## src/rtl/imem_loader_pkg.sv

```systemverilog
`default_nettype none
// +----------------------------------------------------------------------------+
// | imem_loader_pkg                                                            |
// | Shared constants and state encoding for the instruction-memory loader.     |
// | Revision: 1.0                                                              |
// +----------------------------------------------------------------------------+
package imem_loader_pkg;

    localparam int BYTES_PER_WORD = 4;
    localparam int BYTE_IDX_W     = 2;
    localparam int WORD_W         = 8 * BYTES_PER_WORD;

    typedef enum logic [2:0] {
        IDLE   = 3'd0,
        LOAD   = 3'd1,
        CHECK  = 3'd2,
        FINISH = 3'd3,
        DONE   = 3'd4
    } state_t;

endpackage
`default_nettype wire

```

## src/rtl/imem_loader_if.sv

```systemverilog
`default_nettype none
// +----------------------------------------------------------------------------+
// | imem_loader_if                                                             |
// | Byte-stream handshake plus instruction-RAM write port of the loader.       |
// | Revision: 1.0                                                              |
// +----------------------------------------------------------------------------+
interface imem_loader_if #(
    parameter int ADDR_W = 5
) ();
    import imem_loader_pkg::*;

    logic [7:0]        in_data;
    logic              in_valid;
    logic              in_ready;
    logic [ADDR_W-1:0] mem_addr;
    logic [WORD_W-1:0] mem_wdata;
    logic              mem_we;

    modport master (
        output in_data, in_valid,
        input  in_ready, mem_addr, mem_wdata, mem_we
    );

    modport slave (
        input  in_data, in_valid,
        output in_ready, mem_addr, mem_wdata, mem_we
    );

endinterface
`default_nettype wire

```

## src/rtl/imem_byte_packer.sv

```systemverilog
`default_nettype none
// +----------------------------------------------------------------------------+
// | imem_byte_packer                                                           |
// | Collects bytes little-endian; flags the byte that completes a word.        |
// | Revision: 1.0                                                              |
// +----------------------------------------------------------------------------+
module imem_byte_packer
    import imem_loader_pkg::*;
(
    input  wire               clock,
    input  wire               reset_n,
    input  wire               clear,
    input  wire               byte_valid,
    input  wire  [7:0]        byte_data,
    output logic              word_valid,
    output logic [WORD_W-1:0] word
);

    logic [BYTE_IDX_W-1:0] r_idx;
    logic [WORD_W-9:0]     r_lo;

    // The top byte is never stored: the word is presented while it is on the bus.
    assign word_valid = byte_valid && (r_idx == BYTE_IDX_W'(BYTES_PER_WORD - 1));
    assign word       = {byte_data, r_lo};

    always_ff @(posedge clock or negedge reset_n) begin
        if (!reset_n) begin
            r_idx <= '0;
            r_lo  <= '0;
        end else if (clear) begin
            r_idx <= '0;
        end else if (byte_valid) begin
            r_idx <= r_idx + BYTE_IDX_W'(1);
            case (r_idx)
                2'd0:    r_lo[7:0]   <= byte_data;
                2'd1:    r_lo[15:8]  <= byte_data;
                2'd2:    r_lo[23:16] <= byte_data;
                default: ;
            endcase
        end
    end

endmodule
`default_nettype wire

```

## src/rtl/imem_loader.sv

```systemverilog
`default_nettype none
// +----------------------------------------------------------------------------+
// | imem_loader                                                                |
// | Fills the instruction store from a byte stream, then releases the core.    |
// | Optional trailing checksum word: define IMEM_LOADER_CHECKSUM_EN.           |
// | Revision: 1.0                                                              |
// +----------------------------------------------------------------------------+
module imem_loader
    import imem_loader_pkg::*;
#(
    parameter int ADDR_W     = 5,
    parameter int WORD_COUNT = 32
) (
    input  wire               clock,
    input  wire               reset_n,
    input  wire               start,
    imem_loader_if.slave      bus,
    output logic              busy,
    output logic              done,
    output logic              run,
    output logic              err,
    output logic [ADDR_W:0]   words_loaded
);

    localparam logic [ADDR_W-1:0] c_LAST_ADDR = ADDR_W'(WORD_COUNT - 1);

    state_t            r_state;
    state_t            w_state_nxt;
    logic              w_in_ready;
    logic              w_restart;
    logic              w_accept;
    logic              w_word_valid;
    logic              w_word_wr;
    logic [WORD_W-1:0] w_word;
    logic [ADDR_W-1:0] r_addr;
    logic [ADDR_W-1:0] r_mem_addr;
    logic [WORD_W-1:0] r_mem_wdata;
    logic              r_mem_we;
    logic [ADDR_W:0]   r_count;

    // A byte offered alongside start is dropped so the new image begins cleanly.
    assign w_in_ready = (r_state == LOAD) || (r_state == CHECK);
    assign w_restart  = start && (r_state != FINISH);
    assign w_accept   = bus.in_valid && w_in_ready && !start;
    assign w_word_wr  = w_word_valid && (r_state == LOAD);

    imem_byte_packer u_packer (
        .clock      (clock),
        .reset_n    (reset_n),
        .clear      (w_restart),
        .byte_valid (w_accept),
        .byte_data  (bus.in_data),
        .word_valid (w_word_valid),
        .word       (w_word)
    );

    always_ff @(posedge clock or negedge reset_n) begin
        if (!reset_n) r_state <= IDLE;
        else          r_state <= w_state_nxt;
    end

    always_comb begin
        w_state_nxt = r_state;
        busy        = 1'b0;
        done        = 1'b0;
        case (r_state)
            IDLE: begin
                if (start) w_state_nxt = LOAD;
            end
            LOAD: begin
                busy = 1'b1;
                if (start) begin
                    w_state_nxt = LOAD;
                end else if (w_word_wr && (r_addr == c_LAST_ADDR)) begin
`ifdef IMEM_LOADER_CHECKSUM_EN
                    w_state_nxt = CHECK;
`else
                    w_state_nxt = FINISH;
`endif
                end
            end
`ifdef IMEM_LOADER_CHECKSUM_EN
            CHECK: begin
                busy = 1'b1;
                if (start)             w_state_nxt = LOAD;
                else if (w_word_valid) w_state_nxt = FINISH;
            end
`endif
            FINISH: begin
                busy        = 1'b1;
                w_state_nxt = DONE;
            end
            DONE: begin
                done = 1'b1;
                if (start) w_state_nxt = LOAD;
            end
            default: w_state_nxt = IDLE;
        endcase
    end

    always_ff @(posedge clock or negedge reset_n) begin
        if (!reset_n) begin
            r_addr      <= '0;
            r_count     <= '0;
            r_mem_addr  <= '0;
            r_mem_wdata <= '0;
            r_mem_we    <= 1'b0;
        end else begin
            r_mem_we <= w_word_wr;
            if (w_restart) begin
                r_addr  <= '0;
                r_count <= '0;
            end else if (w_word_wr) begin
                r_mem_addr  <= r_addr;
                r_mem_wdata <= w_word;
                r_addr      <= r_addr + ADDR_W'(1);
                r_count     <= r_count + (ADDR_W + 1)'(1);
            end
        end
    end

`ifdef IMEM_LOADER_CHECKSUM_EN
    logic [WORD_W-1:0] r_sum;
    logic              r_err;

    // The word completed while in CHECK is the checksum, compared against the image sum.
    always_ff @(posedge clock or negedge reset_n) begin
        if (!reset_n) begin
            r_sum <= '0;
            r_err <= 1'b0;
        end else if (w_restart) begin
            r_sum <= '0;
            r_err <= 1'b0;
        end else begin
            if (w_word_wr) r_sum <= r_sum + w_word;
            if (w_word_valid && (r_state == CHECK)) r_err <= (w_word != r_sum);
        end
    end

    assign err = r_err;
`else
    assign err = 1'b0;
`endif

    assign run           = done && !err;
    assign words_loaded  = r_count;
    assign bus.in_ready  = w_in_ready;
    assign bus.mem_addr  = r_mem_addr;
    assign bus.mem_wdata = r_mem_wdata;
    assign bus.mem_we    = r_mem_we;

endmodule
`default_nettype wire

```

## src/flat_wrapper.sv

```systemverilog
// flat-port wrapper written by rule: the top's interface ports become plain ports
module imem_loader_flat import imem_loader_pkg::*;
#(
    parameter int ADDR_W     = 5,
    parameter int WORD_COUNT = 32
)
  (clock, reset_n, start, busy, done, run, err, words_loaded, bus_in_data, bus_in_valid, bus_in_ready, bus_mem_addr, bus_mem_wdata, bus_mem_we);
  imem_loader_if #(.ADDR_W(ADDR_W)) bus_i ();
  input  wire clock;
  input  wire reset_n;
  input  wire start;
  output logic busy;
  output logic done;
  output logic run;
  output logic err;
  output logic [ADDR_W:0] words_loaded;
  input wire logic [$bits(bus_i.in_data)-1:0] bus_in_data;
  input wire logic [$bits(bus_i.in_valid)-1:0] bus_in_valid;
  output wire logic [$bits(bus_i.in_ready)-1:0] bus_in_ready;
  output wire logic [$bits(bus_i.mem_addr)-1:0] bus_mem_addr;
  output wire logic [$bits(bus_i.mem_wdata)-1:0] bus_mem_wdata;
  output wire logic [$bits(bus_i.mem_we)-1:0] bus_mem_we;
  assign bus_i.in_data = bus_in_data;
  assign bus_i.in_valid = bus_in_valid;
  assign bus_in_ready = bus_i.in_ready;
  assign bus_mem_addr = bus_i.mem_addr;
  assign bus_mem_wdata = bus_i.mem_wdata;
  assign bus_mem_we = bus_i.mem_we;
  imem_loader #(.ADDR_W(ADDR_W), .WORD_COUNT(WORD_COUNT)) u_core (.clock(clock), .reset_n(reset_n), .start(start), .bus(bus_i), .busy(busy), .done(done), .run(run), .err(err), .words_loaded(words_loaded));
endmodule
```

## config.mk

```make
export PLATFORM = sky130hd
export DESIGN_NAME = imem_loader_flat
export DESIGN_NICKNAME = d
export VERILOG_FILES = /design/src/rtl/imem_loader_pkg.sv /design/src/rtl/imem_loader_if.sv /design/src/rtl/imem_byte_packer.sv /design/src/rtl/imem_loader.sv /design/src/flat_wrapper.sv
export SDC_FILE = /design/constraint.sdc
export NUM_CORES = 1
export LEC_CHECK = 0
export ABC_AREA = 1
export BUFFER_PORTS_ARGS = -buffer_cell sky130_fd_sc_hd__buf_2
export CAP_MARGIN = 30
export CORE_MARGIN = 4
export CORE_UTILIZATION = 45
export CTS_BUF_LIST = sky130_fd_sc_hd__clkbuf_4
export DETAILED_ROUTE_END_ITERATION = 10
export PLACE_DENSITY_LB_ADDON = 0.08
export SETUP_SLACK_MARGIN = 0.15
export SYNTH_ARGS = -nofsm -noshare
export SYNTH_HDL_FRONTEND = slang
export SYNTH_SLANG_ARGS = --single-unit
export TNS_END_PERCENT = 30
```

## constraint.sdc

```tcl
create_clock -name clock -period 3.1 [get_ports clock]
set_input_delay 0 -clock clock [delete_from_list [all_inputs] [get_ports clock]]
set_output_delay 0 -clock clock [all_outputs]
set_load 0.01 [all_outputs]
```

== Yosys cells after proc, flatten, opt, wreduce, memory -nomap -nowiden ==
Index checks and enable logic that the tools add are counted.

* Multiplexer cells: 12
* Add/subtract/negate cells: 3
* Bitwise logic cells: 1
* Reductions and logical operators: 19
* Eq/ne operators: 11

{| class="wikitable"
|+ Operators with widths
! operator !! number
|-
| 2-to-1 mux 6 bit || 2
|-
| 2-to-1 mux 5 bit || 2
|-
| 2-to-1 mux 3 bit || 3
|-
| case mux 3 bit (3 select lines) || 1
|-
| AND reduction 3 bit || 3
|-
| adder 6 x 1 -> 6 bit, second input constant || 1
|-
| == test 3 x 2 -> 1 bit, second input constant || 2
|-
| logical AND 1 bit || 6
|-
| adder 5 x 1 -> 5 bit, second input constant || 1
|-
| == test 5 bit, second input constant || 1
|-
| == test 2 bit, second input constant || 2
|-
| 2-to-1 mux 2 bit || 2
|-
| AND reduction 2 bit || 2
|-
| nonzero test 2 bit || 2
|-
| OR reduction 2 bit || 2
|-
| == test 3 x 1 -> 1 bit, second input constant || 1
|-
| == test 3 bit, second input constant || 1
|-
| zero test 3 bit || 1
|-
| != test 3 x 2 -> 1 bit, second input constant || 1
|-
| != test 3 bit, second input constant || 1
|-
| adder 2 x 1 -> 2 bit, second input constant || 1
|-
| == test 2 x 1 -> 1 bit, second input constant || 1
|-
| zero test 2 bit || 1
|-
| 2-to-1 mux 1 bit || 2
|-
| 4 further kinds || 4
|}

* Register bits after elaboration: 78
* Output and inout bits: 49
* Bits of input ports: 12
* Logic and storage cells: 56

== Logic depth before layout (Yosys ltp) ==
* Word-level depth: 10
* Mapped depth: 8

== Hierarchy ==
Synthesis repeated with hierarchy kept, for this count alone.

* Cells, all modules: 389
* Area, all modules: 3460.8 µm²

{| class="wikitable"
|+ Modules (own cells, without submodules)
! module !! sequential area each (µm²) !! area an instance (µm²) !! cells an instance !! times used
|-
| imem_loader || 1301.2 || 2244.7 || 255 || 1
|-
| imem_byte_packer || 650.6 || 1216.2 || 134 || 1
|}

== Worst setup path before layout ==
OpenSTA, ideal clock, no wires.

* Path kind: register to register
* From: reg u_core.r_state[1]
* To: reg u_core.u_packer.r_lo[0]
* Period minus slack after synthesis: 1406 ps
* Arrival: 1280 ps
* Stages on the path, launching flop included: 8
* Slack: 1694 ps
* Path through: dfrtp_1 nand2_1 inv_1 nor3_4 nand2_4 nor2_4 buf_6 o21ai_0

* Longest elaborated chain between the ends: 5
* Elaborated cells on any way between the ends: 9
* Classes of those cells: eq/ne: 3; bitwise: 1; reduce/logical: 5

{| class="wikitable"
|+ RTL lines
! element !! RTL line !! source
|-
| start: declaration || imem_loader.sv:27 || <nowiki>state_t r_state;</nowiki>
|-
| start signal: assignment || imem_loader.sv:59 || <nowiki>else r_state <= w_state_nxt;</nowiki>
|-
| == test 3 x 1 -> 1 bit or == test 3 x 2 -> 1 bit (tied branches) || imem_loader.sv:42 || <nowiki>assign w_in_ready = (r_state == LOAD) || (r_state == CHECK);</nowiki>
|-
| logical OR 1 bit * || imem_loader.sv:42 ||
|-
| via bus_in_ready || flat_wrapper.sv:19 || <nowiki>output wire logic [$bits(bus_i.in_ready)-1:0] bus_in_ready;</nowiki>
|-
| logical AND 1 bit * (2 in a row) || imem_loader.sv:44 || <nowiki>assign w_accept = bus.in_valid && w_in_ready && !start;</nowiki>
|-
| AND reduction 3 bit (no line) * || -- ||
|-
| end signal: assignment || imem_byte_packer.sv:35 || <nowiki>2'd0: r_lo[7:0] <= byte_data;</nowiki>
|-
| end: declaration || imem_byte_packer.sv:20 || <nowiki>logic [WORD_W-9:0] r_lo;</nowiki>
|}

Mark *: on every way through the listed nets, which the timed path passes. The rest lies on a longest branch.
A chain may end at the register's enable or synchronous reset.

== Final worst setup path ==
* From: reg u_core.u_packer.r_idx[0]
* To: reg u_core.r_count[5], in the netlist u_core.words_loaded[5]

* Longest elaborated chain between the ends: 4

{| class="wikitable"
|+ RTL lines
! element !! RTL line !! source
|-
| start: declaration || imem_byte_packer.sv:19 || <nowiki>logic [BYTE_IDX_W-1:0] r_idx;</nowiki>
|-
| start signal: assignment || imem_byte_packer.sv:33 || <nowiki>r_idx <= r_idx + BYTE_IDX_W'(1);</nowiki>
|-
| == test 2 bit || imem_byte_packer.sv:23 || <nowiki>assign word_valid = byte_valid && (r_idx == BYTE_IDX_W'(BYTES_PER_WORD - 1));</nowiki>
|-
| logical AND 1 bit || imem_byte_packer.sv:23 ||
|-
| logical AND 1 bit || imem_loader.sv:45 || <nowiki>assign w_word_wr = w_word_valid && (r_state == LOAD);</nowiki>
|-
| nonzero test 2 bit (no line) || -- ||
|-
| end signal: assignment || imem_loader.sv:117 || <nowiki>r_count <= r_count + (ADDR_W + 1)'(1);</nowiki>
|-
| end: declaration || imem_loader.sv:39 || <nowiki>logic [ADDR_W:0] r_count;</nowiki>
|}

No other way between the ends.

==> summary by stage <==
Final layout
The top cell types in the final layout, fill and taps aside, are 100 x sky130_fd_sc_hd__nand2_1, 78 x sky130_fd_sc_hd__dfrtp_1, 58 x sky130_fd_sc_hd__buf_2, 47 x sky130_fd_sc_hd__inv_1, 47 x sky130_fd_sc_hd__o21ai_0. The share of final-layout standard cells stronger than drive strength 1 is between 20% and 30%. The repair_antennas step left the layout with diodes totalling 0. In the final layout, the multi-input gates occupy around 1100 um2.

Leaving out fill and tap cells, the most frequent cell in the layout is sky130_fd_sc_hd__nand2_1. The register area is 1950 um2. After filler insertion, the fill cell instance count of the layout stands at around 640. After the flow finishes, the layout carries non-filler instances totaling roughly 520. Compared with the post-synthesis result, the final layout area differs by 19.8%.

At the end of the flow, the number of nets in the layout was about 440.

Yosys
Each instance of the synthesized netlist takes up on average between 9 and 10 um2. The number of flip-flops and latches in the synthesized netlist is 78. The area share of the largest cell type after synthesis is between 50% and 60%. Yosys printed 0 warnings.

The netlist uses 26 different library cells. The proportion of synthesized chip area in sequential cells is roughly 60%. Sorting the synthesized cells by area gives the leading types as sky130_fd_sc_hd__dfrtp_1 60%, sky130_fd_sc_hd__nand2_1 11%, sky130_fd_sc_hd__o21ai_0 7.2%. The mapped netlist covers 3270 um2.

The cell accounting for the most synthesized area is sky130_fd_sc_hd__dfrtp_1. The post-synthesis cell count is between 300 and 400. When the netlist entered floorplanning its net count stood at 363.

STA
The worst hold slack after final layout is roughly 0.07 ns. The final count of pins violating max slew is 0. Measured against its own limit, the worst slew margin works out to approximately 57%. For the final database, setup skew stands at ~0.013 ns.

Based on the critical path, the design can be clocked at up to between 400 and 500 MHz. Setup repair after global routing left no endpoint under its margin. The final total negative setup slack is 0 ns. The total setup violations reported at the end of the flow is 0. The total count of hold-check failures in the final report is 0. Counting I/O delays and the setup requirement, the final critical path takes a little over 2 ns. Across all setup checks in the final design, the least slack found is 1.09 ns. Dividing the final minimum period by the clock period gives 64.9%. The slew of the pin with the lowest slew margin is between 0.6 and 0.7 ns.

Worst setup path
The peak per-stage delay on the critical path is approximately 0.52 ns. The critical path runs through a total of 7 cells. The data required time at the worst endpoint is 3.47 ns. The category of the critical setup timing path is reg -> reg. Among the stages of the critical path, the cell type that occurs most often is sky130_fd_sc_hd__nand2_1. The end of the worst register-to-register path is u_core.words_loaded[5]$_DFFE_PN0P_. On the critical path the largest part of the delay comes from buffers and inverters. The combined buffer and inverter count along the critical path is 2. The startpoint identified for the worst register-to-register timing path is u_core.u_packer.r_idx[0]$_DFFE_PN0P_.

The biggest fanout along the worst timing path is 72. The kind of end point of the critical path is a flip-flop. The number of cells on the worst reg-to-reg path is 7. The signal on the critical path passes through ha_1 > nand4_2 > buf_4 > nand2_1 > inv_1 > nand2_1 > nand2_1. The kind of start point of the critical path is a flip-flop.

The critical path data arrival time is between 2 and 2.5 ns. The internal reg-to-reg setup slack is 1.09 ns. The slowest cell on the critical path is sky130_fd_sc_hd__buf_4.

Drt
The routed wirelength normalized by instance count is approximately 13 um. The violation count after the first detailed-route iteration is roughly 120. The count of nets left with antenna violations once routing finished came out at 0. The via density per instance is approximately 4.7. Detailed routing inserted a total of around 2400 vias.

The first TritonRoute pass finished after 4 iterations. For this run, design rule violations remaining after detail routing come to 0. The total wire length is 6.80 mm.

Placement
The pre-CTS worst setup slack is about 1.1 ns. Port buffering added 59 buffers. The final weighted congestion in routability-driven placement is roughly 0.76. The count of placed standard cells including taps is roughly 490. The placed wire-length estimate is about 4.5 mm.

Clock tree
The number of H-tree levels is 3. Clock tree synthesis selected as its root buffer the cell sky130_fd_sc_hd__clkbuf_4. The clock latency on the worst-skew pair is 0.43 ns. The number of gates resized after CTS was 0.

The clock-pin slew on the worst setup and hold paths is between 0.1 and 0.15 ns. The TritonCTS clock tree is built. For this design, the sink count on the clock tree is 78. The buffer levels on the longest clock path is 2. In this run, CTS created clock tree buffers numbering 9.

Min path
The worst min-delay path startpoint is bus_in_valid. The path with the worst hold slack has its endpoint at u_core.r_state[1]$_DFFE_PN0P_. The number of instances on the worst hold path is 7. In this run the worst hold path is classified as in -> reg.

Pwr
The worst-case IR drop observed on VDD is approximately 350 uV. In this run the power density over the cells is 701 nW/um2. The total power is 2750 uW. In this run the static leakage power is 0.00207 uW.

Global route
Global routing consumed, over all layers together, around 17% of the routing resources. Global routing finished with a remaining overflow of 0. The number of global-route vias before repair is 2367.

The largest net degree at the start of global routing is 73. The global-route wire length before repair is between 10 and 15 mm. The number of antenna violations at the first check in global routing is 0.

Floorplan
The die area is between 8000 and 9000 um2. The initial utilization of the core area, before any placement, comes to around 47%. The floorplan step set the die width to slightly above 90 um. In this run the core area contains 30 standard-cell rows. The I/O pin total is ~60. The vertical die dimension is approximately 93 um.

The area of the core is slightly below 7000 um2.

Status
The run finished with clean final reports.

Run
The count of max-cap constraint violations is 0.
[how the worst max path moves through the flow]
stage	startpoint	endpoint	slack [ns]
after detailed placement	u_core.u_packer.r_idx[0]$_DFFE_PN0P_	u_core.words_loaded[5]$_DFFE_PN0P_	1.12
after floorplan	u_core.r_state[1]$_DFFE_PN0P_	u_core.u_packer.r_lo[0]$_DFFE_PN0P_	1.69
after global routing	u_core.u_packer.r_idx[0]$_DFFE_PN0P_	u_core.words_loaded[5]$_DFFE_PN0P_	0.87
after CTS	u_core.u_packer.r_idx[0]$_DFFE_PN0P_	u_core.words_loaded[5]$_DFFE_PN0P_	1.07
final	u_core.u_packer.r_idx[0]$_DFFE_PN0P_	u_core.words_loaded[5]$_DFFE_PN0P_	1.09
after global placement	u_core.u_packer.r_idx[0]$_DFFE_PN0P_	u_core.words_loaded[5]$_DFFE_PN0P_	1.14
[cells in the mapped netlist]
| cell type | count |
|---|---|
| sky130_fd_sc_hd__nand2_1 | 100 |
| sky130_fd_sc_hd__dfrtp_1 | 78 |
| sky130_fd_sc_hd__inv_1 | 47 |
| sky130_fd_sc_hd__o21ai_0 | 47 |
| sky130_fd_sc_hd__nor2_1 | 9 |
| sky130_fd_sc_hd__nand3_1 | 8 |
| sky130_fd_sc_hd__ha_1 | 7 |
| sky130_fd_sc_hd__clkbuf_1 | 6 |
| sky130_fd_sc_hd__o21ai_2 | 6 |
| sky130_fd_sc_hd__o22ai_1 | 5 |
| sky130_fd_sc_hd__nand4_1 | 4 |
| sky130_fd_sc_hd__buf_4 | 3 |
| sky130_fd_sc_hd__buf_6 | 3 |
| sky130_fd_sc_hd__nor2_4 | 3 |
| sky130_fd_sc_hd__o21ai_1 | 3 |
| sky130_fd_sc_hd__xor2_1 | 3 |
| sky130_fd_sc_hd__nor3_4 | 2 |
| sky130_fd_sc_hd__xnor2_1 | 2 |
| sky130_fd_sc_hd__and2_0 | 1 |
| sky130_fd_sc_hd__buf_2 | 1 |
| sky130_fd_sc_hd__conb_1 | 1 |
| sky130_fd_sc_hd__inv_2 | 1 |
| sky130_fd_sc_hd__mux2i_1 | 1 |
| sky130_fd_sc_hd__nand2_4 | 1 |
| sky130_fd_sc_hd__nand4_2 | 1 |
| sky130_fd_sc_hd__nor2_2 | 1 |
[where the power goes]
group | total [uW] | leakage (uW) | switching (uW) | internal [uW]
Sequential | 1450 | 0.00101 | 129 | 1320
Clock | 613 | 0.0000698 | 366 | 247
Combinational | 680 | 0.000982 | 396 | 285
Total | 2750 | 0.00207 | 891 | 1860
[state kept, by name, summed over array words and instances (netlist names)]
signal / flops
u_core.bus.mem_addr: 5
u_core.bus.mem_wdata: 32
u_core.bus.mem_we: 1
u_core.r_addr: 5
u_core.r_state: 3
u_core.u_packer.r_idx: 2
u_core.u_packer.r_lo: 24
u_core.words_loaded: 6
[worst min-delay path: cells and delay by family]
kind                   cells  cell delay [ns]
buffers and inverters      3             0.19
AND/OR/NAND/NOR            4             0.28
[routing by layer]
metal / global-route usage (%) / wire length, um / up-vias
met3: 4.34 / 258 / 10
met5: 0 / 0 / -
met4: 7.33 / 123 / 0
li1: - / - / 1223
met2: 24.7 / 3010 / 46
met1: 24.4 / 3410 / 1127
[area by class of cell]
type / count / share of cell area [%]
flip-flops and latches: 78 / 49.8
multi-input cells: 205 / 26.9
repair buffers: 74 / 11.9
inverters: 48 / 4.60
well taps: 96 / 3.07
clock inverters: 7 / 1.92
clock buffers: 9 / 1.72
[logic make-up after synthesis]
kind of cell               share of synthesized area [%]
muxes                                              0.306
other                                              0.115
AOI/OAI and AO/OA                                   10.2
adders and majority gates                           2.68
buffers and inverters                               8.07
xor gates and xnor gates                            1.34
and+or+nand+nor                                     17.6
DFF                                                 59.7
[repair_timing]
item	4_1_cts	5_1_grt
endpoints found under the hold margin	114	0
setup buffers	0	0
hold buffers	12	0
[stage by stage]
| step | utilization, % | cell area (um2) |
|---|---|---|
| 6_report | 56.4 | 3920 |
| 5_1_grt | 56.4 | 3920 |
| 4_1_cts | 56.2 | 3900 |
| 3_5_place_dp | 52.4 | 3640 |
| 3_3_place_gp | 52.0 | 3610 |
| 2_1_floorplan | - | 3270 |
Note: power is estimated with default switching activity, not from simulation.
